**src/rtl/demultiplier_inv.sv**
```systemverilog
// demultiplier_inv: iterative unsigned restoring divider, one quotient bit per clock.
// Divides a double-width dividend by a single-width divisor.
// Ports:
//   clk, reset      - rising-edge clock, asynchronous active-high reset
//   den             - stall: all registers hold while high
//   start           - request a division (accepted in IDLE or DONE when den=0)
//   data_in_a       - OUTPUT_WIDTH-bit dividend
//   data_in_b       - INPUT_WIDTH-bit divisor
//   quotient        - OUTPUT_WIDTH-bit result, held until the next result
//   remainder       - INPUT_WIDTH-bit result, held until the next result
//   busy            - high while an iteration sequence is in flight
//   div_out_valid   - one-cycle pulse (stretched by den) when results update
//   div_by_zero     - qualifies the held result as a divide-by-zero
module demultiplier_inv #(
  parameter int unsigned INPUT_WIDTH  = 16,
  parameter int unsigned OUTPUT_WIDTH = INPUT_WIDTH * 2
) (
  input  logic                    clk,
  input  logic                    reset,
  input  logic                    den,
  input  logic                    start,
  input  logic [OUTPUT_WIDTH-1:0] data_in_a,
  input  logic [INPUT_WIDTH-1:0]  data_in_b,
  output logic [OUTPUT_WIDTH-1:0] quotient,
  output logic [INPUT_WIDTH-1:0]  remainder,
  output logic                    busy,
  output logic                    div_out_valid,
  output logic                    div_by_zero
);

  localparam int unsigned IW    = INPUT_WIDTH;
  localparam int unsigned OW    = OUTPUT_WIDTH;
  localparam int unsigned CNT_W = $clog2(OW + 1);

  typedef enum logic [1:0] {
    S_IDLE = 2'd0,
    S_RUN  = 2'd1,
    S_DONE = 2'd2
  } state_e;

  state_e           state_q, state_d;
  logic [CNT_W-1:0] cnt_q, cnt_d;
  logic [OW-1:0]    work_q, work_d;     // dividend shifts out the top, quotient bits shift in
  logic [IW-1:0]    divisor_q, divisor_d;
  logic [IW:0]      prem_q, prem_d;     // partial remainder
  logic [OW-1:0]    quot_q, quot_d;
  logic [IW-1:0]    rem_q, rem_d;
  logic             busy_q, busy_d;
  logic             valid_q, valid_d;
  logic             dbz_q, dbz_d;

  // One restoring step: shift in the dividend MSB, trial-subtract the divisor.
  logic [IW+1:0] shifted_c;
  logic          ge_c;
  logic [IW:0]   diff_c;

  always_comb begin
    shifted_c = {prem_q, work_q[OW-1]};
    ge_c      = (shifted_c >= (IW+2)'(divisor_q));
    // Only used when ge_c, where the true difference is below the divisor and fits.
    diff_c    = shifted_c[IW:0] - {1'b0, divisor_q};
  end

  // State and datapath registers.
  always_ff @(posedge clk or posedge reset) begin
    if (reset) begin
      state_q   <= S_IDLE;
      cnt_q     <= '0;
      work_q    <= '0;
      divisor_q <= '0;
      prem_q    <= '0;
      quot_q    <= '0;
      rem_q     <= '0;
      busy_q    <= 1'b0;
      valid_q   <= 1'b0;
      dbz_q     <= 1'b0;
    end else begin
      state_q   <= state_d;
      cnt_q     <= cnt_d;
      work_q    <= work_d;
      divisor_q <= divisor_d;
      prem_q    <= prem_d;
      quot_q    <= quot_d;
      rem_q     <= rem_d;
      busy_q    <= busy_d;
      valid_q   <= valid_d;
      dbz_q     <= dbz_d;
    end
  end

  // Next-state and registered-output logic; den=1 leaves every register unchanged.
  always_comb begin
    state_d   = state_q;
    cnt_d     = cnt_q;
    work_d    = work_q;
    divisor_d = divisor_q;
    prem_d    = prem_q;
    quot_d    = quot_q;
    rem_d     = rem_q;
    busy_d    = busy_q;
    valid_d   = valid_q;
    dbz_d     = dbz_q;

    if (!den) begin
      valid_d = 1'b0;
      case (state_q)
        S_IDLE, S_DONE: begin
          state_d = S_IDLE;
          busy_d  = 1'b0;
          if (start) begin
            if (data_in_b == '0) begin
              // Divide by zero resolves immediately without iterating.
              state_d = S_DONE;
              quot_d  = '1;
              rem_d   = data_in_a[IW-1:0];
              dbz_d   = 1'b1;
              valid_d = 1'b1;
            end else begin
              state_d   = S_RUN;
              busy_d    = 1'b1;
              work_d    = data_in_a;
              divisor_d = data_in_b;
              prem_d    = '0;
              cnt_d     = CNT_W'(OW);
            end
          end
        end

        S_RUN: begin
          work_d = {work_q[OW-2:0], ge_c};
          prem_d = ge_c ? diff_c : shifted_c[IW:0];
          cnt_d  = cnt_q - CNT_W'(1);
          if (cnt_q == CNT_W'(1)) begin
            state_d = S_DONE;
            busy_d  = 1'b0;
            valid_d = 1'b1;
            quot_d  = {work_q[OW-2:0], ge_c};
            rem_d   = ge_c ? diff_c[IW-1:0] : shifted_c[IW-1:0];
            dbz_d   = 1'b0;
          end
        end

        default: begin
          state_d = S_IDLE;
          busy_d  = 1'b0;
        end
      endcase
    end
  end

  assign quotient      = quot_q;
  assign remainder     = rem_q;
  assign busy          = busy_q;
  assign div_out_valid = valid_q;
  assign div_by_zero   = dbz_q;

endmodule

```
**config.mk**
```make
export PLATFORM = sky130hd
export DESIGN_NAME = demultiplier_inv
export DESIGN_NICKNAME = d
export VERILOG_FILES = /design/src/rtl/demultiplier_inv.sv
export SDC_FILE = /design/constraint.sdc
export NUM_CORES = 1
export LEC_CHECK = 0
export ABC_CLOCK_PERIOD_IN_PS = 3310
export BUFFER_PORTS_ARGS = -buffer_cell sky130_fd_sc_hd__buf_2
export CAP_MARGIN = 0
export CORE_AREA = 3 3 114 116
export DETAILED_ROUTE_END_ITERATION = 10
export DIE_AREA = 0 0 117 119
export HOLD_SLACK_MARGIN = 0.03
export PLACE_DENSITY_LB_ADDON = 0.15
export SLEW_MARGIN = 20
export SYNTH_ARGS = -nofsm -noshare
export SYNTH_HDL_FRONTEND = slang
export SYNTH_SLANG_ARGS = --single-unit
```
**constraint.sdc**
```tcl
create_clock -name clk -period 3.31 [get_ports clk]
set_clock_uncertainty 0.2 [all_clocks]
set_input_delay 0.1655 -clock clk [delete_from_list [all_inputs] [get_ports clk]]
set_output_delay 0.1655 -clock clk [all_outputs]
set_load 0.02 [all_outputs]
```
==> impl_results.md, run 1 <==
- Status: finished, final reports clean
- Reg2reg end: remainder[13]$_DFFE_PP0P_
- Mean Syn Cell Area: roughly 10 um^2
- Gr usage total: 0.232
- Pre-antenna DRT Iters: 6
- Initial antenna violation count: 0
- Reg2reg path depth: 11
- Syn Std Cell Area: 6080 um^2
- Final Hold Viols: 0
- Commonest cells after routing, fill and taps aside: dfrtp_1, buf_2, nand2_1, nor2_1, dlygate4sd3_1
- Drt initial violations: 394
- Crit path from: work_q[31]$_DFFE_PP0P_
- Async set-or-reset flop fraction in the synthesized netlist: 1.00
- Starting density of the core: 0.506
- Syn-to-layout area delta: 29.5%
- Pre-CTS setup slack: 0.388 ns
- Crit path max fanout: 32
- Worst skew pair latency: 0.41 ns
- Setup tns final: 0 ns
- DRC viols: 0
- CTS tree: built
- Flop2flop setup slack: 0.37 ns
- Least-Margin Pin Slew: 0.857 ns
- CTS Buf Count: 17
- Flops & latches, synth: 123
- Core ar.: 12,000 um^2
- WL final: 15.2 mm
- Layout cells sized above 1: 0.218
- Worst Setup Path Type: reg -> reg
- Clk pin slew, worst setup/hold paths: 0.05 ns
- Min-delay worst type: in -> async
- Post-CTS setup buffer count: 0
- Top cell type's share of synthesized area: 0.506
- # IOs: 103
- Number of synthesized flops with an enable pin: 0
- Final Max Tran Viols: 0
- Fin nets: approximately 830
- Antenna Nets Post-Route: 0
- Max Buffers Root-to-Sink: 2
- Sink Count: approximately 120
- Worst vdd ir: 0.000486 V
- Required time of the critical path: 3.40 ns
- Crit share post-route: 0.887
- DP Area: 6730 um^2
- Global route overflow: 0
- WL/cell: 16.7 um
- Pleak: 3.70 nW
- First-pass GRT wire length: 25.3 mm
- Max-cap violations: 0
- Die Ht: ~120 um
- GPL Wtd Cong: 0.881
- Largest net degree at the start of global routing: between 80 and 90
- Die width: 117 um
- Min Tclk post-route: 2.94 ns
- Antenna diodes: 0
- Most common cell after layout, fill and taps aside: dfrtp_1
- Vias after detailed routing: around 5,000
- Fmax: between 300 and 400 MHz
- Top cells by area, synth: dfrtp_1, mux2i_1, nand2_1, o21ai_0, a21oi_1
- Syn Inst Count: 607
- Slack of the critical path: 0.374 ns
- Post-cts gate resize count: 0
- Clock Root Buffer: clkbuf_16
- # rows: 40
- Yosys top cell by area: dfrtp_1
- DP HPWL: roughly 10 mm
- Slew HR: 0.426
- Yosys cell types: 54
- Die area: 13,900 um^2
- Final hold slack: 0.0856 ns
- Vias per Instance: ~5.6
- Sequential area share after synthesis: 0.506
- RSZ-0062 raised after global routing: false
- Vias in the first global route: ~5,000
- Worst path arrival time: 3.03 ns
- Port Buffers: 102
- Critical path launch point type: register
- Fin area: 7870 um^2
- Reg-to-Reg Start: work_q[31]$_DFFE_PP0P_
- H-tree depth: 4
- Syn Nets: a little under 700
- Final Setup Violations: 0
- PD cells: 1100 nW/um^2
- Main synth FF type: dfrtp_1
- YS warnings: 0
- Critical Path End Type: register
per-layer routing:
metal / track usage / wire length (um)
met5: 0 / 0
met4: 0.0781 / 269
met2: 0.355 / 7130
met3: 0.0508 / 841
met1: 0.327 / 6980
kinds of logic after synthesis:
kind of cell | count (synthesis) | synth area share
compound gates | 175 | 0.180
simple gates | 165 | 0.119
flops | 123 | 0.506
buf+inv | 57 | 0.0422
mux | 53 | 0.0905
fa+ha+maj | 19 | 0.0403
xor+xnor | 15 | 0.0216
final cells by class:
cell class,count,area (um^2)
Fill cell,970,4140
Sequential cell,123,3080
Multi-Input combinational cell,427,2760
Timing Repair Buffer,161,1140
Clock buffer,26,509
Tap cell,147,184
Clock inverter,6,108
Inverter,24,93.8
what timing repair did:
action / CTS / global route
endpoints found under the hold margin: 113 / 0
setup endpoints to repair: 0 / 0
hold buffers: 50 / 0
synth_stat cells, types with 3 or more instances:
library cell  instances
xnor2_1              11
o21ai_0              49
a211oi_1              4
buf_2                10
o21ai_1               5
and2_1                3
a21o_1               10
ha_1                 18
o21a_1                5
o22a_1               17
nand2_1              73
a21oi_1              47
inv_1                24
xor2_1                4
mux2i_1              37
clkbuf_1             16
nor3_1                3
or3_1                 5
a31oi_1               3
dfrtp_1             123
nand3_1               6
buf_1                 3
o22ai_1              12
nor4_1                6
nand4_1               4
mux2_2               16
nor2_1               54
stage by stage:
| step | std cells | total power, mW | utilization |
|---|---|---|---|
| 6_report | 914 | 8.65 | 0.656 |
| 5_1_grt | 914 | 9.31 | 0.656 |
| 4_1_cts | 913 | 8.69 | 0.654 |
| 3_5_place_dp | 831 | 6.68 | 0.561 |
| 3_3_place_gp | 831 | 6.58 | 0.561 |
| 2_1_floorplan | 607 | 5.64 | - |
registers in the layout, summed over array words and instances, names as in the netlist:
register and count:
div_by_zero 1, cnt_q 6, state_q 2, work_q 32
prem_q 17, div_out_valid 1, remainder 16, divisor_q 16
quotient 32
worst max-delay path, stage by stage, from the launching register on:
cell	delay, ns
dfrtp_1	0.38
inv_1	0.06
ha_1	0.16
inv_1	0.06
fa_1	0.41
a21o_1	0.23
a221o_1	0.35
nand2_1	0.10
and4_1	0.24
buf_12	0.20
o31ai_1	0.12
a221o_1	0.30
how the worst max path moves through the flow:
stage,to,slack (ns),cells past startpoint
2_1_floorplan,remainder[12]$_DFFE_PP0P_,0.61,12
3_5_place_dp,remainder[12]$_DFFE_PP0P_,0.39,11
3_3_place_gp,remainder[12]$_DFFE_PP0P_,0.45,11
4_1_cts,remainder[13]$_DFFE_PP0P_,0.38,11
6_report,remainder[13]$_DFFE_PP0P_,0.37,11
5_1_grt,remainder[11]$_DFFE_PP0P_,0.16,11
report_power, final:
part / internal, mW / switching (mW) / total [mW]
Sequential: 2.19 / 0.472 / 2.66
Combinational: 1.67 / 2.41 / 4.08
Clock: 1.28 / 0.634 / 1.92
Total: 5.14 / 3.52 / 8.65
Note: power is estimated with default switching activity, not from simulation.
==> run 2: changes to the inputs <==
--- a/config.mk
+++ b/config.mk
@@ -8,9 +8,10 @@
 export ABC_CLOCK_PERIOD_IN_PS = 3310
 export BUFFER_PORTS_ARGS = -buffer_cell sky130_fd_sc_hd__buf_2
 export CAP_MARGIN = 0
-export CORE_AREA = 3 3 114 116
+export CORE_AREA = 3 3 100 126
+export CTS_BUF_LIST = sky130_fd_sc_hd__clkbuf_4
 export DETAILED_ROUTE_END_ITERATION = 10
-export DIE_AREA = 0 0 117 119
+export DIE_AREA = 0 0 103 129
 export HOLD_SLACK_MARGIN = 0.03
 export PLACE_DENSITY_LB_ADDON = 0.15
 export SLEW_MARGIN = 20
==> impl_results.md, run 2 (synthesized netlist as in run 1, its figures left out) <==
- Die area: 13,300 um^2
- Setup tns final: 0 ns
- Crit share post-route: 0.910
- Commonest cells after routing, fill and taps aside: dfrtp_1, buf_2, nand2_1, nor2_1, dlygate4sd3_1
- Starting density of the core: 0.526
- Fillers: 930
- Crit path max fanout: 30
- # rows: 44
- Vias per Instance: about 5.5
- Slowest library cell on the worst path: dfrtp_1
- Sink Count: 123
- Gr usage total: 0.235
- CTS tree: built
- Worst vdd ir: 0.000481 V
- Clk pin slew, worst setup/hold paths: 0.13 ns
- RSZ-0062 raised after global routing: false
- Max Buffers Root-to-Sink: 2
- Clock Power Share: 0.148
- Drt initial violations: 298
- Final Setup Violations: 0
- Finished Layout Cells: 904
- Initial antenna violation count: 0
- CTS Buf Count: 17
- DRC viols: 0
- Core ar.: 11,600 um^2
- Critical path launch point type: register
- PD cells: 1040 nW/um^2
- Min-delay worst type: in -> async
- H-tree depth: 4
- Slack of the critical path: between 0.2 and 0.3 ns
- Vias in the first global route: 4,935
- WL met2: 7.19 mm
- Final Max Tran Viols: 0
- Worst path bufs/invs: 3
- Switching share of power: 0.445
- Worst skew pair latency: about 0.53 ns
- Routed length on met3: about 650 um
- Post-CTS setup buffer count: 0
- Worst path arrival time: 3.22 ns
- Antenna Nets Post-Route: 0
- Pre-CTS setup slack: 0.326 ns
- Status: finished, final reports clean
- Antenna diodes: 0
- First-pass GRT wire length: 24.3 mm
- DP HPWL: 10.2 mm
- Final hold slack: about 0.15 ns
- Pleak: around 3.5 nW
- WL final: 14.9 mm
- Port Buffers: about 100
- WL/cell: around 16 um
- Met1 WL: 6.89 mm
- Most common cell after layout, fill and taps aside: dfrtp_1
- Family with the most delay on the worst path: compound AO/OA/AOI/OAI gates
- Max-cap violations: 0
- Comb power frac: 0.516
- Global route overflow: 0
- Crit-path cells: inv_1, ha_1, inv_1, fa_1, a21o_1, a221o_1, nand2_1, and4_1, buf_12, o31ai_1, a221o_1
- CP peak stage delay: 0.41 ns
- Sequential share of power: 0.336
- Slew HR: 0.391
- Largest net degree at the start of global routing: 124
- Min Tclk post-route: 3.01 ns
- Placed Cells incl. Taps: 821
- Layout cells sized above 1: 0.218
- # IOs: 103
- Die Ht: 129 um
- Fmax: 332 MHz
- Critical Path End Type: register
- Syn-to-layout area delta: 23.8%
- DR top layer: met4
- Final Hold Viols: 0
- Pre-antenna DRT Iters: 5
- Vias after detailed routing: 4,998
- Required time of the critical path: ~3.5 ns
- Die width: roughly 100 um
- Fin nets: about 820
- Switching power: approximately 3.5 mW
- Clock Root Buffer: clkbuf_4
- GPL Wtd Cong: roughly 0.89
- Pint: between 4 and 5 mW
- Least-Margin Pin Slew: between 0.9 and 1 ns
- Worst Setup Path Type: reg -> reg
## run 2: changes by cell type in the layout (fill, tap and decap cells not counted), sizes merged
cell	previous run	this run
dlygate4sd3	50	51
clkinv	2	4
clkbuf	26	17
clkinvlp	2	4
inv	23	28
buf	111	109
## run 2: metrics by stage
step	area, um^2	utilization	power, mW
2_1_floorplan	6080	-	5.64
3_3_place_gp	6700	0.580	6.55
3_5_place_dp	6700	0.580	6.66
4_1_cts	7530	0.651	7.89
5_1_grt	7530	0.651	8.48
6_report	7530	0.651	7.86
## run 2: worst min-delay path, delay by kind of cell
kind                   cells  cell delay, ns
buffers and inverters      4            1.20
## run 2: layout make-up
type,count,area [um^2],area share
multi-input cells,427,2760,0.366
clock buffers,17,128,0.0170
clock inverters,15,186,0.0248
well taps,138,173,0.0229
repair buffers,160,1110,0.148
flip-flops and latches,123,3080,0.409
inverters,24,93.8,0.0125
## run 2: worst paths after layout
path                                          startpoint                   endpoint  slack, ns  cells past startpoint
worst max-delay path              work_q[31]$_DFFE_PP0P_  remainder[13]$_DFFE_PP0P_       0.30                     11
worst min register to register  quotient[21]$_DFFE_PP0P_   quotient[21]$_DFFE_PP0P_       0.30                      1
max in group asynchronous                          reset     prem_q[14]$_DFFE_PP0P_       2.27                      4
worst max register to register    work_q[31]$_DFFE_PP0P_  remainder[13]$_DFFE_PP0P_       0.30                     11
min in group clk                           data_in_b[13]  divisor_q[13]$_DFFE_PP0P_       0.22                      3
worst min-delay path                               reset    quotient[5]$_DFFE_PP0P_       0.15                      4
## run 2: power groups by stage
stage / clock, mW / combinational, mW / sequential [mW]
floorplan: 0 / 2.74 / 2.90
global placement: 0 / 3.92 / 2.64
detailed placement: 0 / 3.99 / 2.67
CTS: 1.19 / 4.06 / 2.63
global route: 1.26 / 4.51 / 2.72
finish: 1.17 / 4.05 / 2.64
## run 2: routing by layer
metal  GRT usage  vias up
li1            -     2448
met4      0.0701        0
met2       0.382      145
met3      0.0483       16
met5           0        -
met1       0.316     2389
## run 2: repair_timing
action	CTS	global route
hold buffers	51	0
gates resized for setup	0	0
endpoints found under the hold margin	197	0
==> run 3: changes to the inputs <==
--- a/config.mk
+++ b/config.mk
@@ -14,6 +14,7 @@
 export DIE_AREA = 0 0 103 129
 export HOLD_SLACK_MARGIN = 0.03
 export PLACE_DENSITY_LB_ADDON = 0.15
+export RECOVER_POWER = 50
 export SLEW_MARGIN = 20
 export SYNTH_ARGS = -nofsm -noshare
 export SYNTH_HDL_FRONTEND = slang
==> impl_results.md, run 3 (synthesized netlist as in run 1, its figures left out) <==
- Status: finished with violations
- Failing checks: capacitance limit, slew limit
- RSZ-0062 raised after global routing: false
- Max-cap violations: 1
- Antenna diodes: 0
- DP HPWL: 10.2 mm
- Drt initial violations: 264
- Clock Root Buffer: clkbuf_4
- CTS Buf Count: 17
- Worst skew pair latency: between 0.5 and 0.6 ns
- Required time of the critical path: 3.53 ns
- WL/cell: between 15 and 20 um
- Gr usage total: 0.235
- PD cells: 1050 nW/um^2
- Fmax: 332 MHz
- Placed Cells incl. Taps: roughly 800
- GPL Wtd Cong: 0.890
- # IOs: 103
- Worst Setup Path Type: reg -> reg
- Post-CTS setup buffer count: 0
- Die Ht: about 130 um
- H-tree depth: 4
- Syn-to-layout area delta: 23.0%
- Final hold slack: 0.208 ns
- Vias per Instance: 5.54
- Min-delay worst type: in -> reg
- Min Tclk post-route: 3.01 ns
- Vias in the first global route: slightly below 5,000
- Die area: about 13,000 um^2
- Worst vdd ir: 0.000475 V
- Antenna Nets Post-Route: 0
- Most common cell after layout, fill and taps aside: dfrtp_1
- Commonest cells after routing, fill and taps aside: dfrtp_1, buf_2, nand2_1, nor2_1, dlygate4sd3_1
- Finished Layout Cells: 904
- Pleak: 3.49 nW
- Final Max Tran Viols: 124
- Critical Path End Type: register
- Final Setup Violations: 0
- Starting density of the core: 0.526
- Fillers: 949
- Global route overflow: 0
- Layout cells sized above 1: 0.184
- Crit path max fanout: 30
- Fin nets: 824
- Largest net degree at the start of global routing: 124
- # rows: 44
- First-pass GRT wire length: 24.3 mm
- Crit share post-route: 0.909
- Core ar.: 11,600 um^2
- CTS tree: built
- Die width: 103 um
- Port Buffers: a little over 100
- Pre-antenna DRT Iters: 5
- Setup tns final: 0 ns
- Vias after detailed routing: 5,009
- WL final: roughly 15 mm
- Final Hold Viols: 0
- Max Buffers Root-to-Sink: 2
- Footprint of the multi-input gates: 2760 um^2
- Least-Margin Pin Slew: around 1.6 ns
- Slew HR: -0.0945
- DRC viols: 0
- Initial antenna violation count: 0
- Critical path launch point type: register
- Clk pin slew, worst setup/hold paths: 0.12 ns
- Worst path arrival time: 3.23 ns
- Sink Count: 123
- FF+latch area: slightly above 3000 um^2
-- run 3: cell types whose count changed in the layout (fill, tap and decap cells not counted), sizes merged --
cell    change
buf        -27
clkbuf     +27
-- run 3: final cells by class --
| type | instances | area share |
|---|---|---|
| sequential | 123 | 0.411 |
| multi-input combinational | 427 | 0.369 |
| timing repair buffer | 160 | 0.142 |
| clock inverter | 15 | 0.0249 |
| tap | 138 | 0.0231 |
| clock buffer | 17 | 0.0171 |
| inverter | 24 | 0.0125 |
-- run 3: through the flow --
step | power [mW] | instance area [um^2] | utilization | setup slack [ns]
after floorplan | 5.64 | 6080 | - | 0.608
after detailed placement | 6.66 | 6700 | 0.580 | 0.326
after global routing | 8.44 | 7480 | 0.647 | 0.137
after global placement | 6.55 | 6700 | 0.580 | 0.403
final | 7.82 | 7480 | 0.647 | 0.301
after CTS | 7.89 | 7530 | 0.651 | 0.315
-- run 3: power breakdown --
group          total, mW  internal (mW)  switching, mW
sequential          2.64           2.17          0.470
combinational       4.01           1.61           2.40
clock               1.17          0.535          0.633
total               7.82           4.32           3.50
-- run 3: critical path: stages, from the launching register on --
cell and delay (ns):
dfrtp_1 0.41, inv_1 0.06, ha_1 0.16, inv_1 0.05, fa_1 0.40, a21o_1 0.23, a221o_1 0.35, nand2_1 0.10
and4_1 0.28, buf_12 0.21, o31ai_1 0.13, a221o_1 0.30
-- run 3: worst paths after layout --
check	startpoint	to	slack [ns]	cells after the start
worst min-delay path	data_in_b[13]	divisor_q[13]$_DFFE_PP0P_	0.21	3
min in group asynchronous	reset	quotient[5]$_DFFE_PP0P_	0.56	4
max in group asynchronous	reset	cnt_q[1]$_DFFE_PP0P_	1.30	4
worst max register to register	work_q[31]$_DFFE_PP0P_	remainder[13]$_DFFE_PP0P_	0.30	11
worst min register to register	quotient[17]$_DFFE_PP0P_	quotient[17]$_DFFE_PP0P_	0.30	1
worst max-delay path	work_q[31]$_DFFE_PP0P_	remainder[13]$_DFFE_PP0P_	0.30	11
-- run 3: repair_timing --
action | 4_1_cts | 5_1_grt
hold buffers | 51 | 0
endpoints found under the hold margin | 197 | 0
gates resized for setup | 0 | 0
-- run 3: per-layer routing --
layer | part of all wire | GRT usage
met5 | 0 | 0
met4 | 0.013 | 0.0701
met3 | 0.047 | 0.0483
met2 | 0.48 | 0.382
met1 | 0.46 | 0.316
